===== src/rtl/envelope_follower.sv =====
// envelope_follower: rectifies and peak-holds the sample stream over fixed
// windows of WINDOW samples, then smooths each window peak with separate
// attack/release shifts. One envelope value and phase code per window.
module envelope_follower #(
   parameter int unsigned WINDOW        = 480,
   parameter int unsigned ATTACK_SHIFT  = 1,
   parameter int unsigned RELEASE_SHIFT = 3,
   parameter logic [15:0] SILENCE_TH    = 16'd64,
   parameter logic [15:0] DELTA_TH      = 16'd256
) (
   input  logic        clk,
   input  logic        reset,
   input  logic [15:0] sample_in,
   input  logic        in_ready,
   output logic [15:0] envelope,
   output logic [1:0]  phase,
   output logic        env_valid
);

   localparam int unsigned   CW   = $clog2(WINDOW);
   localparam logic [CW-1:0] LAST = CW'(WINDOW - 1);

   localparam logic [1:0] PH_RISING  = 2'd0;
   localparam logic [1:0] PH_FALLING = 2'd1;
   localparam logic [1:0] PH_STEADY  = 2'd2;
   localparam logic [1:0] PH_SILENT  = 2'd3;

   typedef enum logic {
      S_ACC = 1'b0,
      S_UPD = 1'b1
   } state_t;

   state_t        state_q, state_d;
   logic [CW-1:0] count_q;
   logic [15:0]   peak_q;
   logic [15:0]   peak_lat_q;
   logic [15:0]   env_q, env_d;
   logic [1:0]    phase_q, phase_d;
   logic          valid_q, valid_d;

   logic [15:0]   mag_s;
   logic [15:0]   peak_max_s;
   logic          close_s;
   logic [16:0]   rise_s, fall_s, step_s, new_env_s;
   logic [1:0]    phase_s;

   // Rectify the incoming sample; the most negative code saturates to +32767.
   always_comb begin
      mag_s = sample_in;
      if (sample_in == 16'h8000) begin
         mag_s = 16'h7FFF;
      end else if (sample_in[15]) begin
         mag_s = 16'd0 - sample_in;
      end else begin
         mag_s = sample_in;
      end
   end

   assign peak_max_s = (mag_s > peak_q) ? mag_s : peak_q;
   assign close_s    = in_ready && (count_q == LAST);

   // Window accumulator: running peak and sample count, latched on the closing sample.
   always_ff @(posedge clk or posedge reset) begin
      if (reset) begin
         count_q    <= '0;
         peak_q     <= 16'd0;
         peak_lat_q <= 16'd0;
      end else if (close_s) begin
         count_q    <= '0;
         peak_q     <= 16'd0;
         peak_lat_q <= peak_max_s;
      end else if (in_ready) begin
         count_q    <= count_q + {{(CW-1){1'b0}}, 1'b1};
         peak_q     <= peak_max_s;
      end
   end

   // Smoothing step toward the latched peak; never smaller than 1, never past the peak.
   always_comb begin
      rise_s    = {1'b0, peak_lat_q} - {1'b0, env_q};
      fall_s    = {1'b0, env_q} - {1'b0, peak_lat_q};
      step_s    = 17'd0;
      new_env_s = {1'b0, env_q};
      if (peak_lat_q > env_q) begin
         step_s    = rise_s >> ATTACK_SHIFT;
         if (step_s == 17'd0) begin
            step_s = 17'd1;
         end else begin
            step_s = step_s;
         end
         new_env_s = {1'b0, env_q} + step_s;
      end else if (peak_lat_q < env_q) begin
         step_s    = fall_s >> RELEASE_SHIFT;
         if (step_s == 17'd0) begin
            step_s = 17'd1;
         end else begin
            step_s = step_s;
         end
         new_env_s = {1'b0, env_q} - step_s;
      end else begin
         new_env_s = {1'b0, env_q};
      end
   end

   // Classify the update; the silence test takes priority over movement.
   always_comb begin
      phase_s = PH_STEADY;
      if (new_env_s < {1'b0, SILENCE_TH}) begin
         phase_s = PH_SILENT;
      end else if (new_env_s > ({1'b0, env_q} + {1'b0, DELTA_TH})) begin
         phase_s = PH_RISING;
      end else if ((new_env_s + {1'b0, DELTA_TH}) < {1'b0, env_q}) begin
         phase_s = PH_FALLING;
      end else begin
         phase_s = PH_STEADY;
      end
   end

   // FSM next state and output updates: UPD lasts exactly one cycle.
   always_comb begin
      state_d = state_q;
      env_d   = env_q;
      phase_d = phase_q;
      valid_d = 1'b0;
      case (state_q)
         S_ACC: begin
            if (close_s) begin
               state_d = S_UPD;
            end else begin
               state_d = S_ACC;
            end
         end
         S_UPD: begin
            state_d = S_ACC;
            env_d   = new_env_s[15:0];
            phase_d = phase_s;
            valid_d = 1'b1;
         end
         default: begin
            state_d = S_ACC;
         end
      endcase
   end

   // FSM state and registered outputs.
   always_ff @(posedge clk or posedge reset) begin
      if (reset) begin
         state_q <= S_ACC;
         env_q   <= 16'd0;
         phase_q <= PH_SILENT;
         valid_q <= 1'b0;
      end else begin
         state_q <= state_d;
         env_q   <= env_d;
         phase_q <= phase_d;
         valid_q <= valid_d;
      end
   end

   assign envelope  = env_q;
   assign phase     = phase_q;
   assign env_valid = valid_q;

endmodule

===== config.mk =====
export PLATFORM = sky130hd
export DESIGN_NAME = envelope_follower
export DESIGN_NICKNAME = d
export VERILOG_FILES = /design/src/rtl/envelope_follower.sv
export SDC_FILE = /design/constraint.sdc
export NUM_CORES = 1
export LEC_CHECK = 0
export ABC_AREA = 0
export CAP_MARGIN = 20
export CORE_MARGIN = 1.5
export CORE_UTILIZATION = 55
export CTS_BUF_LIST = sky130_fd_sc_hd__clkbuf_8
export CTS_CLUSTER_SIZE = 40
export DETAILED_ROUTE_END_ITERATION = 16
export PLACE_DENSITY = 0.82
export SLEW_MARGIN = 5
export SYNTH_ARGS = -nofsm -noshare
export SYNTH_HDL_FRONTEND = slang
export SYNTH_SLANG_ARGS = --single-unit

===== constraint.sdc =====
create_clock -name clk -period 22 [get_ports clk]
set_input_delay 4.4 -clock clk [delete_from_list [all_inputs] [get_ports clk]]
set_output_delay 4.4 -clock clk [all_outputs]
set_load 0.02 [all_outputs]

==> impl_metrics.tcl <==
set metrics [dict create \
    status "completed" \
    io_buffers 37 \
    place_ws_ps 13030 \
    synth_nets 1041 \
    routedWlPerCell_um 16.5 \
    synth_enable_flop_cells 0 \
    ys_types 71 \
    post_cts_resized 0 \
    numCtsBuffers 9 \
    cts-root-buf "clkbuf_8" \
    num_antenna_cells 0 \
    tritoncts "built" \
    critPathSlowestCell "a2111oi_0" \
    slew_violations 0 \
    power_uw 378 \
    drive_gt1_frac 0.0448 \
    crit_path_start_kind "register" \
    clock_skew_ps 12.2 \
    drt-total-wl_mm 18.3 \
    io_pins 38 \
    cp_max_fo 10 \
    p_leak_uw 0.00381 \
    crit_path_end_kind "register" \
    die_x_um 118 \
    final_cell_mix "ha_1 (109), inv_1 (85), nand2_1 (83)" \
    whs_ps 503 \
    routed_via_density 5.99 \
    die_h_um 118 \
    row_count 41 \
    postCtsSetupRepairBufs 0 \
    hold_path.class "register to register" \
    ys_seq_elements 61 \
    clock-sinks 61 \
    clk_latency_ps 370 \
    power_density_nw_per_um2 47.0 \
    relSlewSlack 0.382 \
    first_global_vias 6199 \
    ctsHoldBuffers 0 \
    maxCapViolations 0 \
    detailed_place_hpwl_mm 14.2 \
    instances_no_fill 1110 \
    antenna_found_initial 0 \
    crit_required_ps 22290 \
    core-area_um2 12800 \
    finalWorstSetupSlack_ps 13400 \
    remaining_drc_errors 0 \
    dr.first_iter.drc_count 453 \
    criticalPathCategory "register to register" \
    syn_inst 910 \
    dp.cells 1092 \
    grt_remaining_overflow 0 \
    tns_ps 0 \
    cts_buffer_depth 2 \
    nets 1064 \
    period_needed_ps 8600 \
    area_growth_pct 10.1 \
    peakVddDrop_mv 0.0349 \
    rsz0062_at_grt "false" \
    vias 6648 \
    grt_max_degree 62 \
    cp_common_cell "ha_1" \
    yosysSeqAreaShare 0.209 \
    final_common_cell "ha_1" \
    critPathArrivalTime_ps 8890 \
    syn_area_per_cell_um2 8.03 \
    drt_pass1_iterations 7 \
    slowest_delay_ps 670 \
    worst_pin_slew_ps 916 \
    start_util 0.572 \
    setup_violations 0 \
    post-route-period-util 0.391 \
    synth_warnings 0 \
    syn_area_um2 7310 \
    ant_nets 0 \
    h-tree-depth 3 \
    cts.clk_slew.worst_paths_ps 90 \
    grt_usage 0.267 \
    dieArea_um2 14000 \
    ys.flop_type "dfrtp_1" \
    async_reset_ff_frac 1.00 \
    finalHoldViolCount 0 \
    place_congestion 0.940 \
    max_freq_ghz 0.116 \
    grt_pass1_wl_mm 30.3 \
]
## cells by family after synthesis
group,synth area share
fa+ha+maj,0.195
flops,0.209
simple gates,0.174
mux,0.0454
buf+inv,0.0627
compound gates,0.229
xor+xnor,0.0851
## area by class of cell
| cell class | instances | area, µm² |
|---|---|---|
| tap | 172 | 215 |
| inverter | 86 | 323 |
| clock buffer | 9 | 124 |
| timing repair buffer | 43 | 427 |
| fill | 1123 | 4730 |
| multi-input combinational | 732 | 5320 |
| sequential | 61 | 1530 |
| clock inverter | 7 | 104 |
## power by group
group / switching (µW) / total, µW / internal [µW]
Sequential: 14.0 / 144 / 130
Clock: 57.3 / 123 / 65.6
Combinational: 59.1 / 111 / 52.4
## path summary, 6_finish.rpt
| path | startpoint | to | slack (ps) | cells past startpoint |
|---|---|---|---|---|
| setup / recovery | envelope[8] | phase[0] | 13400 | 31 |
| hold / removal | count_q[4] | count_q[4] | 500 | 1 |
| setup reg to reg | envelope[8] | phase[0] | 13400 | 31 |
| hold reg to reg | count_q[4] | count_q[4] | 500 | 1 |
| max in group asynchronous | reset | peak_q[1] | 16900 | 3 |
| min in group asynchronous | reset | env_valid | 4560 | 3 |
## synth_stat cells, types with 9 or more instances
| master | number | area [µm²] |
|---|---|---|
| nand2_1 | 83 | 312 |
| a21oi_1 | 51 | 255 |
| nand3_1 | 16 | 80.1 |
| buf_2 | 11 | 55.1 |
| o21ai_0 | 64 | 320 |
| mux2i_1 | 27 | 270 |
| o211ai_1 | 14 | 105 |
| a21o_1 | 25 | 188 |
| o22ai_1 | 15 | 93.8 |
| xor2_1 | 29 | 254 |
| inv_1 | 86 | 323 |
| nor2_1 | 63 | 236 |
| dfrtp_1 | 59 | 1480 |
| xnor2_1 | 42 | 368 |
| a211oi_1 | 12 | 90.1 |
| nor2b_1 | 9 | 56.3 |
| ha_1 | 109 | 1360 |
| nor3_1 | 15 | 75.1 |
| o21a_1 | 9 | 67.6 |
| nand4_1 | 23 | 144 |
| clkbuf_1 | 17 | 63.8 |
## critical path: cells and delay by family, from the launching register on
kind	cells	cell delay [ps]
AO/OA/AOI/OAI	12	2850
XOR/XNOR	3	500
adder cells (fa/ha/maj)	5	1640
buffers and inverters	3	410
flip-flops	1	640
multiplexers	2	780
AND/OR/NAND/NOR	6	1670
## through the flow
stage,area [µm²],util
4_1_cts,8020,0.627
6_report,8040,0.630
5_1_grt,8040,0.630
3_5_place_dp,7790,0.610
2_1_floorplan,7310,-
3_3_place_gp,7790,0.610
## flip-flops by register name (all words and copies together), names as in the netlist
register and flops:
env_valid 1, phase 2, peak_q 16, state_q 1, peak_lat_q 16, envelope 16
count_q 9
## per-layer routing
metal,wire length (µm),GRT usage,vias to the layer above
met5,0,0,-
met1,8510,0.371,3069
li1,-,-,3325
met2,8200,0.424,220
met4,626,0.105,0
met3,1010,0.0309,34
No activity file was read; power rests on OpenSTA's default activity.
